<file path="config.mk">
export PLATFORM = sky130hd
export DESIGN_NAME = ab_input_debounce_flat
export DESIGN_NICKNAME = d
export VERILOG_FILES = /design/src/rtl/ab_input_debounce_if.sv /design/src/rtl/ab_input_debounce.sv /design/src/flat_wrapper.sv
export SDC_FILE = /design/constraint.sdc
export NUM_CORES = 1
export LEC_CHECK = 0
export ABC_CLOCK_PERIOD_IN_PS = 1890
export CORE_AREA = 2 2 46 48
export DETAILED_ROUTE_END_ITERATION = 10
export DIE_AREA = 0 0 48 50
export GPL_ROUTABILITY_DRIVEN = 0
export PLACE_DENSITY = 0.76
export REMOVE_ABC_BUFFERS = 1
export SYNTH_ARGS = -nofsm -noshare
export SYNTH_HDL_FRONTEND = slang
export SYNTH_SLANG_ARGS = --single-unit
</file>
<file path="constraint.sdc">
create_clock -name clk -period 1.89 [get_ports clk]
set_input_delay 0.189 -clock clk [delete_from_list [all_inputs] [get_ports clk]]
set_output_delay 0.189 -clock clk [all_outputs]
set_load 0.005 [all_outputs]
</file>
<file path="src/rtl/ab_input_debounce_if.sv">
// ab_input_debounce_if
//   Bundles the raw board inputs and the debounced outputs of
//   ab_input_debounce.
//   a_i, b_i   raw, asynchronous, possibly bouncing channel inputs
//   a_o, b_o   debounced channel levels (feed xor_and_not.a / .b)
//   chg_o      one-cycle strobe when either debounced level changes
//   slave  : the debounce block (consumes a_i/b_i, drives outputs)
//   master : the environment (drives a_i/b_i, observes outputs)
interface ab_input_debounce_if;
  logic a_i;
  logic b_i;
  logic a_o;
  logic b_o;
  logic chg_o;

  modport slave  (input  a_i, b_i, output a_o, b_o, chg_o);
  modport master (output a_i, b_i, input  a_o, b_o, chg_o);
endinterface

</file>
<file path="src/rtl/ab_input_debounce.sv">
// ab_input_debounce
//   Two-channel input conditioner: each raw input is (optionally)
//   synchronized, then filtered by a stability counter / 2-state FSM.
//   A debounced output only moves after STABLE_CYCLES consecutive
//   samples that disagree with it; any agreeing sample restarts the count.
//
//   Optional feature macro: AB_INPUT_DEBOUNCE_SYNC_EN
//     defined   : 2-flop synchronizer per channel (board builds)
//     undefined : the FSM registers the raw input directly
//                 (same-clock simulation benches, 2 cycles less latency)
//
//   Parameters
//     STABLE_CYCLES  disagreeing samples needed to accept a change (>=2)
//     CNT_W          stability counter width (STABLE_CYCLES < 2**CNT_W)
//   Ports
//     clk    system clock, rising edge
//     rst_n  synchronous active-low reset
//     bus    ab_input_debounce_if.slave (a_i, b_i in; a_o, b_o, chg_o out)

// Per-channel filter. out_o is registered; upd_o is the combinational
// "out_o updates on this edge" flag, registered once at the top into chg_o
// so the strobe lines up with the output change.
module ab_input_debounce_lane #(
  parameter int STABLE_CYCLES = 4,
  parameter int CNT_W         = 8
) (
  input  logic clk,
  input  logic rst_n,
  input  logic raw_i,
  output logic out_o,
  output logic upd_o
);
  typedef enum logic {ST_STABLE, ST_CHECK} st_t;

  localparam logic [CNT_W-1:0] CNT_LAST = CNT_W'(STABLE_CYCLES - 1);

  st_t              st_q;
  logic [CNT_W-1:0] cnt_q;
  logic             out_q;
  logic             s;

`ifdef AB_INPUT_DEBOUNCE_SYNC_EN
  logic [1:0] sync_q;

  always_ff @(posedge clk) begin
    if (!rst_n) sync_q <= '0;
    else        sync_q <= {sync_q[0], raw_i};
  end

  assign s = sync_q[1];
`else
  // The FSM state register is the single capture stage of the raw pin.
  assign s = raw_i;
`endif

  assign upd_o = (st_q == ST_CHECK) && (s != out_q) && (cnt_q == CNT_LAST);

  always_ff @(posedge clk) begin
    if (!rst_n) begin
      st_q  <= ST_STABLE;
      cnt_q <= '0;
      out_q <= 1'b0;
    end else begin
      case (st_q)
        ST_STABLE: begin
          if (s != out_q) begin
            cnt_q <= CNT_W'(1);
            st_q  <= ST_CHECK;
          end else begin
            cnt_q <= '0;
          end
        end
        ST_CHECK: begin
          if (s == out_q) begin
            // glitch: drop the partial count, keep the old level
            cnt_q <= '0;
            st_q  <= ST_STABLE;
          end else if (cnt_q == CNT_LAST) begin
            out_q <= s;
            cnt_q <= '0;
            st_q  <= ST_STABLE;
          end else begin
            cnt_q <= cnt_q + CNT_W'(1);
          end
        end
        default: begin
          cnt_q <= '0;
          st_q  <= ST_STABLE;
        end
      endcase
    end
  end

  assign out_o = out_q;
endmodule

module ab_input_debounce #(
  parameter int STABLE_CYCLES = 4,
  parameter int CNT_W         = 8
) (
  input  logic                  clk,
  input  logic                  rst_n,
  ab_input_debounce_if.slave    bus
);
  localparam int NUM_LANES = 2;

  logic [NUM_LANES-1:0] raw;
  logic [NUM_LANES-1:0] dout;
  logic [NUM_LANES-1:0] upd;
  logic                 chg_q;

  // lane 0 = A, lane 1 = B
  assign raw = {bus.b_i, bus.a_i};

  ab_input_debounce_lane #(
    .STABLE_CYCLES (STABLE_CYCLES),
    .CNT_W         (CNT_W)
  ) u_lane [NUM_LANES-1:0] (
    .clk   (clk),
    .rst_n (rst_n),
    .raw_i (raw),
    .out_o (dout),
    .upd_o (upd)
  );

  // Simultaneous updates on both lanes collapse into one pulse.
  always_ff @(posedge clk) begin
    if (!rst_n) chg_q <= 1'b0;
    else        chg_q <= |upd;
  end

  assign bus.a_o   = dout[0];
  assign bus.b_o   = dout[1];
  assign bus.chg_o = chg_q;
endmodule

</file>
<file path="src/flat_wrapper.sv">
// flat-port wrapper written by rule: the top's interface ports become plain ports
module ab_input_debounce_flat 
#(
  parameter int STABLE_CYCLES = 4,
  parameter int CNT_W         = 8
)
  (clk, rst_n, bus_a_i, bus_b_i, bus_a_o, bus_b_o, bus_chg_o);
  ab_input_debounce_if bus_i ();
  input  logic clk;
  input  logic rst_n;
  input wire logic [$bits(bus_i.a_i)-1:0] bus_a_i;
  input wire logic [$bits(bus_i.b_i)-1:0] bus_b_i;
  output wire logic [$bits(bus_i.a_o)-1:0] bus_a_o;
  output wire logic [$bits(bus_i.b_o)-1:0] bus_b_o;
  output wire logic [$bits(bus_i.chg_o)-1:0] bus_chg_o;
  assign bus_i.a_i = bus_a_i;
  assign bus_i.b_i = bus_b_i;
  assign bus_a_o = bus_i.a_o;
  assign bus_b_o = bus_i.b_o;
  assign bus_chg_o = bus_i.chg_o;
  ab_input_debounce #(.STABLE_CYCLES(STABLE_CYCLES), .CNT_W(CNT_W)) u_core (.clk(clk), .rst_n(rst_n), .bus(bus_i));
endmodule
</file>
## Yosys cells after proc, flatten, opt, wreduce, memory -nomap -nowiden

Index checks and enable logic that the tools add are counted.
Widths: inputs -> output; s select.

- Flip-flop bits (word level): 21
- Bits in latches: 0
- RAM bits: 0
- Memory bits (read-only): 0
- Bits of input ports: 4
- Output and inout port bits: 3
- Logic and storage cells: 42
- Memories kept: 0

- $add $sub $neg: 2
- $mul: 0
- Divide/modulo/power cells: 0
- $lt $le $gt $ge: 0
- Eq/ne operators: 6
- Shift operators: 0
- Mux-type cells: 16
- Bitwise gates (word level): 4
- Reduce and logical (&&, ||, !) cells: 7

Operator list:

| cell | number |
|---|---|
| $mux 8 | 4 |
| $pmux 8 s2 | 2 |
| $add 8x1->8 const B | 2 |
| $eq 8x2->1 const B | 2 |
| $mux 1 | 8 |
| $reduce_and 3->1 | 2 |
| $logic_and 1x1->1 | 4 |
| $not 1->1 | 4 |
| $pmux 1 s2 | 2 |
| $eq 1x1->1 | 2 |
| $ne 1x1->1 | 2 |
| $reduce_or 2->1 | 1 |

## Longest topological paths before layout

- Word-level depth: 4
- Mapped depth: 4
- Gate-level depth less buffers: 4

## Cells and area by module

From an unflattened synthesis, not the netlist that was laid out.

- Cell total of the unflattened synthesis: 96
- Area total of the unflattened synthesis: 913.4 um^2

Modules (own cells, without submodules):

| module | times used | cells an instance | area each (um^2) | seq. area each (um^2) |
|---|---|---|---|---|
| ab_input_debounce_lane | 2 | 47 | 442.9 | 200.2 |
| ab_input_debounce | 1 | 2 | 27.5 | 20.0 |

## Worst setup path after synthesis

OpenSTA, ideal clock, no wires.

- Kind: reg2reg
- From: reg u_core.u_lane[1].cnt_q[0]
- To: reg u_core.u_lane[1].cnt_q[2]
- Library setup time: 124 ps
- Data arrival time: 1404 ps
- Data required time: 1766 ps
- Slack: 361 ps
- Stages on the path, launching flop included: 5
- Path buffers: 0
- Period minus slack after synthesis: 1529 ps
- Cells stage by stage: dfxtp_1 ha_1 or4b_4 o211ai_4 nor3_1

- Word-level cells in the longest chain between the ends: 4
- Elaborated cells on any way between the ends: 5
- Those cells by class: add/sub: 1; eq/ne: 1; mux: 3

RTL lines:

| item | RTL line | text |
|---|---|---|
| from (decl) | ab_input_debounce.sv:38 | `logic [CNT_W-1:0] cnt_q;` |
| from (signal assigned) | ab_input_debounce.sv:83 | `cnt_q <= cnt_q + CNT_W'(1);` |
| $add 8x1->8 / $eq 8x2->1 (equally long branches) | ab_input_debounce.sv:83, ab_input_debounce.sv:78 |  |
| $mux 8 * | ab_input_debounce.sv:78 | `end else if (cnt_q == CNT_LAST) begin` |
| $mux 8 * | ab_input_debounce.sv:74 | `if (s == out_q) begin` |
| $pmux 8 s2 * | ab_input_debounce.sv:64 | `case (st_q)` |

Every way passes the cells marked *; elsewhere a longest branch is shown, timed or not.
A chain may end at the register's enable or synchronous reset.

## Final worst setup path

- From: reg u_core.u_lane[1].cnt_q[0]
- To: reg u_core.u_lane[1].cnt_q[6]

Same word-level chain as after synthesis.

==> summary.txt <==
Min path
  • Min-Delay Path Class: flop to flop

Synth
  • Post-Syn Area: approximately 950 um2
  • Largest area contributor in the netlist: dfxtp_1
  • Top cells by area, synth: dfxtp_1, xor2_1, nand3_1
  • Top cell type's share of synthesized area: about 44%
  • Flops & latches, synth: 21
  • Sequential area share after synthesis: between 40% and 50%
  • Most frequent cell after synthesis: dfxtp_1
  • Gate Count Post-Synth: just over 100
  • Synth unique cells: 24
  • Synthesis Warnings: 0
  • Commonest cells in the netlist: dfxtp_1, nand3_1, a21oi_1
  • Top FF cell, synth: dfxtp_1
  • EDFF count, synth: 0
  • Avg Cell Area, Syn: between 9 and 10 um2
  • Async set-reset flop share out of synthesis: 0%

Critical path
  • Nature of the critical path endpoint: flop
  • WS Path Type: flop to flop
  • CP Data Required Time: approximately 2.1 ns
  • Crit-path max FO: 7
  • Crit start category: flop
  • Crit path DAT: between 1.5 and 2 ns

Pwr
  • VDD IR max: a little over 0.0004 V
  • Lkg Pwr: ~0.36 nW
  • Pwr dens: 656 nW/um2

GRT
  • Initial antenna violation count: 0
  • GRT Total Usage: 17.6%
  • Largest net degree at the start of global routing: 13
  • Global-route wire length before repair: slightly above 3 mm
  • Grt total ovfl: 0
  • Vias in the first global route: about 750

Clock network
  • Post-CTS Resized: 0
  • Clock Sinks: 21
  • Worst skew pair latency: approximately 0.30 ns
  • H-Tree Depth: 1
  • CTS clock-pin slew for the worst setup and hold paths: ~0.11 ns
  • Post-CTS Setup Inserts: 0
  • CTS hold repair buffers: 0
  • CTS tree: done
  • Max Root-Sink Buffers: 2
  • Total CTS buffers: 3
  • Root Buffer Master: clkbuf_4

Floorplan
  • # IOs: 7
  • Die area: around 2400 um2
  • Rows: 16
  • Initial cell density of the core: 49.9%
  • Die H: around 50 um
  • Area of the core: about 1900 um2
  • Die X: about 48 um

STA
  • Hold slack final: approximately 0.46 ns
  • Setup-failing EPs final: 0
  • Slew Viols, Final: 0
  • Max Fclk: 595 MHz
  • Hold Vio Cnt, Final: 0
  • RSZ-0062 raised after global routing: no
  • Slew headroom: between 50% and 60%
  • Fin Clk Skew: approximately 0.0019 ns
  • Tmin final: about 1.7 ns
  • Slew @ Worst Pin: roughly 0.62 ns
  • Setup TNS: 0 ns
  • Tcrit/Tclk final: a little under 90%

Final layout
  • Final non-filler cell total: ~140
  • N_diodes: 0
  • Fin nets: between 100 and 150
  • Share of layout cells above drive strength 1: around 7%
  • Final core occ: 56.3%
  • Final instance area: 1070 um2
  • Synth-to-layout area growth: 12.8%

Detailed routing
  • Final ANT Viol Nets: 0
  • Routed wire length: approximately 1.8 mm
  • Initial DRC count: 10
  • Residual DRC: 0
  • Wire per inst: 13.1 um
  • Drt pass-1 iters: 4
  • Via density per instance: approximately 5.6
  • Vias: between 700 and 800

Placement
  • Port Buf Inserts: 6
  • Placed inst area: around 1000 um2
  • Post-DP HPWL: 1.36 mm
  • Placed cells: between 100 and 150

Run status
  • Status: finished, final reports clean

Job
  • Number of max-cap violations: 0
## per-layer routing
layer	up-vias	global-route usage, %	part of all wire (%)
li1	396	-	-
met1	373	19.9	46
met2	10	29.6	49
met3	4	5.49	2.5
met4	0	6.76	1.6
met5	-	0	0
## path summary, 6_finish.rpt
kind / startpoint / end / slack, ns / cells past startpoint
setup / recovery: u_core.u_lane[1].cnt_q[0]$_SDFF_PN0_ / u_core.u_lane[1].cnt_q[6]$_SDFF_PP0_ / 0.21 / 4
hold / removal: u_core.u_lane[0].st_q$_SDFF_PN0_ / u_core.u_lane[0].cnt_q[0]$_SDFF_PN0_ / 0.46 / 1
setup reg to reg: u_core.u_lane[1].cnt_q[0]$_SDFF_PN0_ / u_core.u_lane[1].cnt_q[6]$_SDFF_PP0_ / 0.21 / 4
hold reg to reg: u_core.u_lane[0].st_q$_SDFF_PN0_ / u_core.u_lane[0].cnt_q[0]$_SDFF_PN0_ / 0.46 / 1
## stage by stage
stage          worst slack, ns  total power, W
5_1_grt                  0.107        0.000729
2_1_floorplan            0.361        0.000482
3_5_place_dp             0.218        0.000497
6_report                 0.210        0.000703
3_3_place_gp             0.293        0.000495
4_1_cts                  0.205        0.000710
## report_power, final
group	internal [W]	total, W	switching (W)
Combinational	0.0000154	0.0000348	0.0000195
Sequential	0.000448	0.000453	0.00000487
Clock	0.0000791	0.000216	0.000137
Total	0.000542	0.000703	0.000161
## logic make-up (layout without fill, tap and decap cells)
group           count (synthesis)  count (layout)  share of synthesized area [%]
fa+ha+maj                       2               2                           2.63
buf+inv                         5              15                           1.98
flops                          21              21                           44.3
xor+xnor                        9               9                           8.30
simple gates                   42              42                           26.5
compound gates                 23              23                           16.3
## layout make-up
cell class,count,area (um2)
clock buffer,3,22.5
clock inverter,1,5.00
fill,175,831
inverter,5,18.8
multi-input combinational,76,510
sequential,21,420
tap,27,33.8
timing repair buffer,6,60.1
## state kept, by name (all words and copies together), names as in the netlist
signal               cells
u_core.u_lane.st_q       2
u_core.u_lane.out_o      2
u_core.bus.chg_o         1
u_core.u_lane.cnt_q     16
## worst max-delay path: stages (launching register included)
cell      delay, ns
dfxtp_1        0.41
ha_1           0.26
or4b_4         0.52
o211ai_4       0.30
a211oi_1       0.08
## layout by cell type, fill, tap and decap left out, types with 2 or more instances in the layout
cell,instances
a211oi_1,4
a21oi_1,8
clkbuf_4,3
clkdlybuf4s50_1,6
dfxtp_1,21
ha_1,2
inv_1,5
nand2_1,6
nand3_1,10
nand4_1,2
nor2_1,6
nor3_1,4
nor4b_1,2
o21ai_0,7
or3_1,7
xnor2_1,3
xor2_1,6
No activity file was read; power rests on OpenSTA's default activity.
==> RTL change (config.mk and constraints unchanged) <==
Add a define of `AB_INPUT_DEBOUNCE_SYNC_EN`.
--- a/src/rtl/ab_input_debounce.sv
+++ b/src/rtl/ab_input_debounce.sv
@@ -22,2 +22,4 @@
 // so the strobe lines up with the output change.
+`define AB_INPUT_DEBOUNCE_SYNC_EN
+
 module ab_input_debounce_lane #(
Formal check against the unedited RTL: not equivalent (Yosys sat finds a counterexample within 10 cycles, from zero or initial values and one cycle with rst_n low).
==> RTL change against the original RTL <==
Final cell count rose by 8.6%. Sequential power rose by 19%. Area after synthesis rose by 11%. Wire length rose by 1.9%. Utilization rose by 6.8 points. Global-route usage fell by 0.49 points. Sequential cell count rose by 4. Clock skew rose by 0.0010 ns. Worst setup slack improved by 0.048 ns. Final area rose by 12%. Total power rose by 14%. Critical path type unchanged. Largest power group unchanged.
==> RTL change: results (changes against the original RTL) <==
** Setup path
- The delay of the slowest cell on the worst path is 0.43 ns (-0.09 ns).
- The largest driver fanout on the critical path came to 7 (unchanged).
- Arrival time reported for the critical path endpoint :: 1.83 ns (-0.05 ns)
- The worst register-to-register path begins at u_core.u_lane[0].cnt_q[0].
- The endpoint identified for the worst register-to-register timing path is u_core.u_lane[0].cnt_q[5].
- Family with the most delay on the worst path :: compound AO/OA/AOI/OAI gates
- Reg2reg setup slack :: 0.26 ns (+0.05 ns)

** GRT
- The global-route wire length before repair is 2.95 mm (-2.9%).
- The largest net degree at the start of global routing came to 14 (+1).
- The aggregate global-route resource usage came to 17.1% (-0.49 points).

** Worst hold path
- Worst min-delay path category :: in -> reg
- Cells on Worst Hold Path :: 2 (+1)
- The startpoint identified for the worst hold timing path is bus_b_i.
- Endpoint of the worst hold-timing path :: u_core.u_lane[1].sync_q[0]

** Finish
- Share of cells above drive strength 1 :: 10.5% (+3.3 points)
- The count of fill cells added during filler insertion was 165 (-5.7%).

** Logic synthesis
- Yosys warning total :: 0 (unchanged)
- Number of distinct library cell variants in the gate-level netlist after synthesis :: 27 (+13%)
- Proportion of synthesized chip area in sequential cells :: 47.3% (+3.0 points)
- Cell types occupying the most area after synthesis :: sky130_fd_sc_hd__dfxtp_1 (47%), sky130_fd_sc_hd__nand3_1 (5.2%), sky130_fd_sc_hd__xor2_1 (5.0%), sky130_fd_sc_hd__a21oi_1 (4.7%), sky130_fd_sc_hd__or3_1 (3.5%)
- The commonest cells after synthesis are sky130_fd_sc_hd__dfxtp_1 (25), sky130_fd_sc_hd__nand3_1 (11), sky130_fd_sc_hd__a21oi_1 (10).

** STA
- The relative slew slack is 56.5% (-1.8 points).
- Fin Clk Skew :: 0.00292 ns (+0.00103 ns)

** Placement
- The placed standard-cell area was 1170 sq um (+13%).
- Detail Placement HPWL :: 1.34 mm (-1.7%)

** Clock network
- Clock slew at the register clock pins of the worst setup and hold paths :: 0.13 ns (+0.02 ns)
- The insertion delay to the later sink of the worst-skew pair came to 0.32 ns (+0.02 ns).
- Clock net sink count :: 25 (+19%)

** Power
- The worst-case vdd ir drop is 0.000476 V (+17%).
- The leakage dissipation was 0.000397 uW (+12%).

** Detailed routing
- DR WL/cell :: 12.2 um (-6.2%)
- Post-detailed-route via-to-cell ratio :: 5.53 (-1.8%)
- The violation count after the first detailed-route iteration came to 15 (+5).

** Outcome
- The run finished with clean final reports.
-- RTL change: power by group through the flow --
stage	logic (uW)	registers [uW]	clock network, uW
after CTS	25.1	538	244
after detailed placement	24.6	549	0
after global routing	27.7	539	263
final	24.8	537	236
after floorplan	12.4	548	0
after global placement	24.5	549	0
-- RTL change: how the worst max path moves through the flow --
stage                                   start                         to  slack (ns)
floorplan           u_core.u_lane[0].cnt_q[0]  u_core.u_lane[0].cnt_q[2]        0.46
global placement    u_core.u_lane[0].cnt_q[0]  u_core.u_lane[0].cnt_q[6]        0.33
detailed placement  u_core.u_lane[0].cnt_q[0]  u_core.u_lane[0].cnt_q[5]        0.29
CTS                 u_core.u_lane[0].cnt_q[0]  u_core.u_lane[0].cnt_q[4]        0.26
global route        u_core.u_lane[1].cnt_q[0]  u_core.u_lane[1].cnt_q[7]        0.19
finish              u_core.u_lane[0].cnt_q[0]  u_core.u_lane[0].cnt_q[5]        0.26
-- RTL change: layout make-up --
class / count / area, sq um / area share [%]
well taps: 27 / 33.8 / 2.81
flip-flops and latches: 25 / 500 / 41.7
clock buffers: 4 / 26.3 / 2.19
inverters: 7 / 26.3 / 2.19
repair buffers: 9 / 82.6 / 6.88
multi-input cells: 79 / 532 / 44.3
-- RTL change: routing by layer --
| metal | part of all wire, % | GRT usage [%] | wire [um] |
|---|---|---|---|
| met3 | 3.0 | 4.40 | 55 |
| met5 | 0 | 0 | 0 |
| met4 | 1.4 | 8.11 | 25 |
| met2 | 49 | 26.9 | 912 |
| met1 | 46 | 21.0 | 855 |
-- RTL change: logic make-up (layout without fill, tap and decap cells) --
logic type	Yosys count	after routing	synth area share (%)
buffers and inverters	7	20	2.48
AOI/OAI and AO/OA	25	25	16.5
and+or+nand+nor	43	43	23.9
DFF	25	25	47.3
adders and majority gates	2	2	2.36
xor gates and xnor gates	9	9	7.45
-- RTL change: metrics by stage --
step | setup WS [ns] | total power [uW] | utilization, % | cells | hold WS [ns]
global route | 0.190 | 830 | 63.2 | 151 | 0.446
CTS | 0.264 | 806 | 63.2 | 151 | 0.423
global placement | 0.328 | 573 | 61.8 | 147 | 0.415
finish | 0.258 | 798 | 63.2 | 151 | 0.435
floorplan | 0.456 | 561 | - | 111 | 0.311
detailed placement | 0.289 | 574 | 61.8 | 147 | 0.433
